===== src/rtl/video_timing_gen_if.sv =====
// Video output bundle from the timing generator to the TMDS encoder.
interface video_timing_gen_if #(
    parameter int CW = 12
);
    logic [7:0]    red_o;
    logic [7:0]    green_o;
    logic [7:0]    blue_o;
    logic [CW-1:0] counter_x_o;
    logic [CW-1:0] counter_y_o;
    logic          hsync_o;
    logic          vsync_o;
    logic          draw_area_o;
    logic          frame_start_o;
    logic          line_start_o;

    modport master (
        output red_o, green_o, blue_o,
        output counter_x_o, counter_y_o,
        output hsync_o, vsync_o, draw_area_o,
        output frame_start_o, line_start_o
    );

    modport slave (
        input red_o, green_o, blue_o,
        input counter_x_o, counter_y_o,
        input hsync_o, vsync_o, draw_area_o,
        input frame_start_o, line_start_o
    );
endinterface


===== src/rtl/video_timing_gen.sv =====
// Parametrised video timing and test-pattern generator.
// Test patterns are built only when VTG_PATTERN_EN is defined.
module video_timing_gen #(
    parameter int H_ACTIVE = 640,
    parameter int H_FP     = 16,
    parameter int H_SYNC   = 96,
    parameter int H_BP     = 48,
    parameter int V_ACTIVE = 480,
    parameter int V_FP     = 10,
    parameter int V_SYNC   = 2,
    parameter int V_BP     = 33,
    parameter bit HS_POL   = 1'b0,
    parameter bit VS_POL   = 1'b0,
    parameter int CW       = 12
) (
    input  logic              clk,
    input  logic              rst_n,
    input  logic              en,
    input  logic [1:0]        mode,
    input  logic [23:0]       solid_rgb,
    video_timing_gen_if.master vid
);
    localparam int H_TOTAL  = H_ACTIVE + H_FP + H_SYNC + H_BP;
    localparam int V_TOTAL  = V_ACTIVE + V_FP + V_SYNC + V_BP;
    localparam int HS_START = H_ACTIVE + H_FP;
    localparam int HS_END   = HS_START + H_SYNC - 1;
    localparam int VS_START = V_ACTIVE + V_FP;
    localparam int VS_END   = VS_START + V_SYNC - 1;

    logic [CW-1:0] r_x, r_y;
    logic [CW-1:0] w_x_nxt, w_y_nxt;
    logic          w_x_last, w_y_last;
    logic          w_hs_on, w_vs_on;
    logic          w_draw, w_origin;

    logic [CW-1:0] r_cx, r_cy;
    logic          r_hs, r_vs, r_draw, r_fs, r_ls;

    always_comb begin
        w_x_last = (r_x == CW'(H_TOTAL - 1));
        w_y_last = (r_y == CW'(V_TOTAL - 1));
        w_x_nxt  = r_x + 1'b1;
        w_y_nxt  = r_y;
        if (w_x_last) begin
            w_x_nxt = '0;
            w_y_nxt = w_y_last ? '0 : r_y + 1'b1;
        end
        w_hs_on  = (r_x >= CW'(HS_START)) &&
                   (r_x <= CW'(HS_END));
        w_vs_on  = (r_y >= CW'(VS_START)) &&
                   (r_y <= CW'(VS_END));
        w_draw   = (r_x < CW'(H_ACTIVE)) &&
                   (r_y < CW'(V_ACTIVE));
        w_origin = (r_x == '0) && (r_y == '0);
    end

    // Output stage lags the counters by one en-cycle
    always_ff @(posedge clk or negedge rst_n) begin
        if (!rst_n) begin
            r_x    <= '0;
            r_y    <= '0;
            r_cx   <= '0;
            r_cy   <= '0;
            r_hs   <= ~HS_POL;
            r_vs   <= ~VS_POL;
            r_draw <= 1'b0;
            r_fs   <= 1'b0;
            r_ls   <= 1'b0;
        end else if (en) begin
            r_x    <= w_x_nxt;
            r_y    <= w_y_nxt;
            r_cx   <= r_x;
            r_cy   <= r_y;
            r_hs   <= w_hs_on ? HS_POL : ~HS_POL;
            r_vs   <= w_vs_on ? VS_POL : ~VS_POL;
            r_draw <= w_draw;
            r_fs   <= w_origin;
            r_ls   <= (r_x == '0);
        end
    end

    assign vid.counter_x_o   = r_cx;
    assign vid.counter_y_o   = r_cy;
    assign vid.hsync_o       = r_hs;
    assign vid.vsync_o       = r_vs;
    assign vid.draw_area_o   = r_draw;
    assign vid.frame_start_o = r_fs;
    assign vid.line_start_o  = r_ls;

`ifdef VTG_PATTERN_EN
    localparam int BAR_W = H_ACTIVE / 8;

    logic [1:0]    r_mode, w_mode;
    logic [23:0]   r_solid, w_solid;
    logic [23:0]   r_rgb, w_rgb;
    logic [7:0]    w_x8, w_y8;
    logic [CW-1:0] w_bar;
    logic [2:0]    w_idx;

    always_comb begin
        // Pixel (0,0) already uses the values being latched
        w_mode  = w_origin ? mode : r_mode;
        w_solid = w_origin ? solid_rgb : r_solid;
        w_x8    = 8'(r_x);
        w_y8    = 8'(r_y);
        w_bar   = r_x / CW'(BAR_W);
        w_idx   = (w_bar > CW'(7)) ? 3'd7 : w_bar[2:0];
        w_rgb   = '0;
        unique case (w_mode)
            2'd0: begin
                unique case (w_idx)
                    3'd0: w_rgb = 24'hFFFFFF;
                    3'd1: w_rgb = 24'hFFFF00;
                    3'd2: w_rgb = 24'h00FFFF;
                    3'd3: w_rgb = 24'h00FF00;
                    3'd4: w_rgb = 24'hFF00FF;
                    3'd5: w_rgb = 24'hFF0000;
                    3'd6: w_rgb = 24'h0000FF;
                    3'd7: w_rgb = 24'h000000;
                endcase
            end
            2'd1: w_rgb = (w_x8[5] ^ w_y8[5]) ?
                          24'hFFFFFF : 24'h000000;
            2'd2: w_rgb = {w_x8, w_y8, w_x8 + w_y8};
            2'd3: w_rgb = w_solid;
        endcase
        if (!w_draw) w_rgb = '0;
    end

    always_ff @(posedge clk or negedge rst_n) begin
        if (!rst_n) begin
            r_mode  <= 2'd0;
            r_solid <= '0;
            r_rgb   <= '0;
        end else if (en) begin
            if (w_origin) begin
                r_mode  <= mode;
                r_solid <= solid_rgb;
            end
            r_rgb <= w_rgb;
        end
    end

    assign vid.red_o   = r_rgb[23:16];
    assign vid.green_o = r_rgb[15:8];
    assign vid.blue_o  = r_rgb[7:0];
`else
    logic w_unused_pat;
    assign w_unused_pat = ^{mode, solid_rgb};
    assign vid.red_o    = 8'd0;
    assign vid.green_o  = 8'd0;
    assign vid.blue_o   = 8'd0;
`endif
endmodule


===== src/flat_wrapper.sv =====
// flat-port wrapper written by rule: the top's interface ports become plain ports
module video_timing_gen_flat 
#(
    parameter int H_ACTIVE = 640,
    parameter int H_FP     = 16,
    parameter int H_SYNC   = 96,
    parameter int H_BP     = 48,
    parameter int V_ACTIVE = 480,
    parameter int V_FP     = 10,
    parameter int V_SYNC   = 2,
    parameter int V_BP     = 33,
    parameter bit HS_POL   = 1'b0,
    parameter bit VS_POL   = 1'b0,
    parameter int CW       = 12
)
  (clk, rst_n, en, mode, solid_rgb, vid_red_o, vid_green_o, vid_blue_o, vid_counter_x_o, vid_counter_y_o, vid_hsync_o, vid_vsync_o, vid_draw_area_o, vid_frame_start_o, vid_line_start_o);
  video_timing_gen_if #(.CW(CW)) vid_i ();
  input  logic clk;
  input  logic rst_n;
  input  logic en;
  input  logic [1:0] mode;
  input  logic [23:0] solid_rgb;
  output wire logic [$bits(vid_i.red_o)-1:0] vid_red_o;
  output wire logic [$bits(vid_i.green_o)-1:0] vid_green_o;
  output wire logic [$bits(vid_i.blue_o)-1:0] vid_blue_o;
  output wire logic [$bits(vid_i.counter_x_o)-1:0] vid_counter_x_o;
  output wire logic [$bits(vid_i.counter_y_o)-1:0] vid_counter_y_o;
  output wire logic [$bits(vid_i.hsync_o)-1:0] vid_hsync_o;
  output wire logic [$bits(vid_i.vsync_o)-1:0] vid_vsync_o;
  output wire logic [$bits(vid_i.draw_area_o)-1:0] vid_draw_area_o;
  output wire logic [$bits(vid_i.frame_start_o)-1:0] vid_frame_start_o;
  output wire logic [$bits(vid_i.line_start_o)-1:0] vid_line_start_o;
  assign vid_red_o = vid_i.red_o;
  assign vid_green_o = vid_i.green_o;
  assign vid_blue_o = vid_i.blue_o;
  assign vid_counter_x_o = vid_i.counter_x_o;
  assign vid_counter_y_o = vid_i.counter_y_o;
  assign vid_hsync_o = vid_i.hsync_o;
  assign vid_vsync_o = vid_i.vsync_o;
  assign vid_draw_area_o = vid_i.draw_area_o;
  assign vid_frame_start_o = vid_i.frame_start_o;
  assign vid_line_start_o = vid_i.line_start_o;
  video_timing_gen #(.H_ACTIVE(H_ACTIVE), .H_FP(H_FP), .H_SYNC(H_SYNC), .H_BP(H_BP), .V_ACTIVE(V_ACTIVE), .V_FP(V_FP), .V_SYNC(V_SYNC), .V_BP(V_BP), .HS_POL(HS_POL), .VS_POL(VS_POL), .CW(CW)) u_core (.clk(clk), .rst_n(rst_n), .en(en), .mode(mode), .solid_rgb(solid_rgb), .vid(vid_i));
endmodule

===== config.mk =====
export PLATFORM = sky130hd
export DESIGN_NAME = video_timing_gen_flat
export DESIGN_NICKNAME = d
export VERILOG_FILES = /design/src/rtl/video_timing_gen_if.sv /design/src/rtl/video_timing_gen.sv /design/src/flat_wrapper.sv
export SDC_FILE = /design/constraint.sdc
export NUM_CORES = 1
export LEC_CHECK = 0
export CORE_MARGIN = 4
export CORE_UTILIZATION = 47
export DETAILED_ROUTE_END_ITERATION = 8
export GPL_ROUTABILITY_DRIVEN = 0
export PLACE_DENSITY = 0.89
export SYNTH_ARGS = -nofsm -noshare
export SYNTH_HDL_FRONTEND = slang
export SYNTH_SLANG_ARGS = --single-unit

===== constraint.sdc =====
create_clock -name clk -period 1.8 [get_ports clk]
set_input_delay 0.27 -clock clk [delete_from_list [all_inputs] [get_ports clk]]
set_output_delay 0.27 -clock clk [all_outputs]
set_load 0.05 [all_outputs]

==> flow_summary.json <==
{
  "run_status": "finished, final reports clean",
  "post-route-period-util_pct": 97.19,
  "worstRegToRegCells": 5,
  "leakage_nw": 1.523,
  "ir_worst_vdd_uv": 581.9,
  "ys_ff_latch": 53,
  "synth_cell_types": 39,
  "yosysWarningCount": 0,
  "yosysTopAreaCell": "dfrtp_1",
  "worstMarginPinSlew_ns": 0.5224,
  "wl_per_cell_um": 15.05,
  "grt_first_pass_wirelength_um": 9142,
  "placement.cell_area_um2": 3028,
  "antenna_found_initial": 0,
  "ys_seq_area_share_pct": 50.24,
  "area_growth_pct": 20.34,
  "root_buffer": "clkbuf_8",
  "cts_tree": "done",
  "worstSetupPathType": "reg2out",
  "insertion_delay_ns": 0.32,
  "setup_ws_ns": 0.05056,
  "grt_max_degree": 25,
  "hold_viol_final": 0,
  "gr-total-overflow": 0,
  "die_h_um": 83.02,
  "start_util_pct": 48.33,
  "p_per_area_nw_per_um2": 969.4,
  "synth.most_common_cell": "dfrtp_1",
  "core_um2": 5473,
  "cts_made_buffers": 5,
  "hold_class": "in2async",
  "firstDrtPassIters": 4,
  "post-place-ws_ns": -0.02419,
  "setup_viol": 0,
  "maxCapViolCount": 0,
  "whs_ns": 0.4649,
  "regToRegStartpoint": "u_core.r_x[6]$_DFFE_PN0P_",
  "fmax_ghz": 0.5716,
  "cts.reportedPaths.clkPinSlew_ns": 0.10,
  "die-area_um2": 6892,
  "drtIter0Drc": 97,
  "cp_cell_sequence": "clkdlybuf4s50_1",
  "drv_slew": 0,
  "drive_gt1_share_pct": 30.24,
  "nNetsFinal": 324,
  "antennaDiodeCount": 0,
  "fin_tns_setup_ns": 0,
  "ys_top_cells_by_area": "dfrtp_1 48%, mux2_2 9.4%, buf_4 7.4%",
  "drt-vias-per-instance": 5.245,
  "cts_sinks": 53,
  "cpLargestDelayFamily": "buffers and inverters",
  "path_max_fanout": 2,
  "grt_usage_pct": 16.21,
  "synth-edff-count": 0,
  "slew_headroom_pct": 65.17,
  "dpl.hpwl_um": 3907,
  "n_fill_cell": 433,
  "clockBufferDepth": 2,
  "synth_top_area_share_pct": 48.25,
  "synth_area_um2": 2645,
  "arrival_ns": 1.48,
  "drtAntennaViolNets": 0,
  "crit_path_end_kind": "output port",
  "period_needed_ns": 1.749,
  "ys_dominant_reg_cell": "dfrtp_1",
  "grt_setup_unrepaired": "no",
  "dp_cells": 354,
  "crit_path_max_incr_delay_ns": 0.81,
  "grt_pass1_vias": 1908,
  "routed_wl_um": 5462,
  "htreeDepth": 2,
  "drc": 0,
  "worst-r2r-setup-slack_ns": 0.12,
  "syn_inst": 239,
  "timing.rr.end": "u_core.r_y[4]$_DFFE_PN0P_",
  "num_rows": 27,
  "syn_avg_cell_area_um2": 11.07,
  "vias": 1904,
  "synthArstFlopShare_pct": 100.0,
  "critPathSlowestCell": "clkdlybuf4s50_1",
  "cp.required_ns": 1.53,
  "fp.dieW_um": 83.02,
  "cp_num_buf_inv": 1,
  "portBuffers": 31,
  "start_kind": "flop",
  "ios": 82,
  "fin_area_um2": 3183,
  "fin_worst_skew_ns": 0.008149,
  "synth_commonest_cells": "51 x dfrtp_1, 26 x buf_4, 22 x mux2_2",
  "stdcell_count": 363
}
layout make-up:
cell class / instances / area, um^2 / area share, %
Clock inverter: 2 / 37.54 / 1.179
Tap cell: 72 / 90.09 / 2.830
Clock buffer: 6 / 82.58 / 2.594
Multi-Input combinational cell: 163 / 1140 / 35.81
Timing Repair Buffer: 56 / 462.9 / 14.54
Sequential cell: 53 / 1329 / 41.75
Inverter: 11 / 41.29 / 1.297
stage by stage:
stage	power (mW)	util, %
finish	3.086	58.16
global route	3.227	58.16
CTS	3.098	57.70
detailed placement	2.237	55.33
global placement	2.211	55.33
floorplan	2.040	-
state kept, by name, indices dropped and copies added, names as in the netlist:
| name | cells |
|---|---|
| u_core.vid.draw_area_o | 1 |
| u_core.r_y | 12 |
| u_core.r_x | 12 |
| u_core.vid.frame_start_o | 1 |
| u_core.vid.counter_x_o | 12 |
| u_core.vid.counter_y_o | 12 |
| u_core.vid.hsync_o | 1 |
| u_core.vid.vsync_o | 1 |
| u_core.vid.line_start_o | 1 |
what timing repair did:
action,4_1_cts,5_1_grt
hold endpoints to repair,20,0
hold buffers,1,0
resized for setup,0,8
setup buffers,0,0
setup endpoints to repair,0,11
power breakdown:
group	leakage, nW	switching, mW	internal (mW)
clock	0.0574	0.402	0.452
combinational	0.786	0.536	0.246
sequential	0.679	0.140	1.31
total	1.52	1.08	2.01
worst max path at each step:
| stage | start | to | slack [ns] | cells after the start |
|---|---|---|---|---|
| 2_1_floorplan | u_core.r_y[0]$_DFFE_PN0P_ | u_core.r_y[4]$_DFFE_PN0P_ | 0.19 | 6 |
| 3_3_place_gp | en | u_core.r_y[3]$_DFFE_PN0P_ | 0.001 | 5 |
| 3_5_place_dp | en | u_core.r_y[11]$_DFFE_PN0P_ | -0.02 | 5 |
| 4_1_cts | u_core.vid.counter_x_o[1]$_DFFE_PN0P_ | vid_counter_x_o[1] | 0.009 | 1 |
| 5_1_grt | u_core.vid.counter_x_o[6]$_DFFE_PN0P_ | vid_counter_x_o[6] | 0.009 | 1 |
| 6_report | u_core.vid.counter_x_o[6]$_DFFE_PN0P_ | vid_counter_x_o[6] | 0.05 | 1 |
metal layers:
| metal | up-vias | wire length (um) | GRT usage (%) |
|---|---|---|---|
| met2 | 61 | 2686 | 25.66 |
| met3 | 7 | 291 | 3.968 |
| met1 | 943 | 2388 | 20.64 |
| met5 | - | 0 | 0 |
| li1 | 893 | - | - |
| met4 | 0 | 96 | 8.172 |
layout by cell type (no fill, tap or decap), types with 3 or more instances in the layout:
cell              n
o21ai_0          12
nor2_1            9
mux2i_1           3
buf_4            45
nand4_1           6
nand2_1           9
nor4_1            3
dlymetal6s2s_1    4
ha_1              5
mux2_2           22
nand3_1          15
a21oi_1           5
dfrtp_1          51
conb_1           24
and4_1            5
clkbuf_8          6
or3_1             3
a31oi_1           3
xnor2_1           7
clkdlybuf4s50_1   4
inv_1            10
xor2_1            6
nor3_1            5
and3_1            3
cell families (layout without fill, tap and decap cells):
kind of cell,count (synthesis),in the layout,share of synthesized area [%]
flops,53,53,50.24
xor+xnor,13,13,4.305
other cells,1,24,0.1418
compound gates,26,26,5.818
mux,25,25,10.50
simple gates,70,70,16.13
buf+inv,46,75,10.50
fa+ha+maj,5,5,2.365
Note: power is estimated with default switching activity, not from simulation.
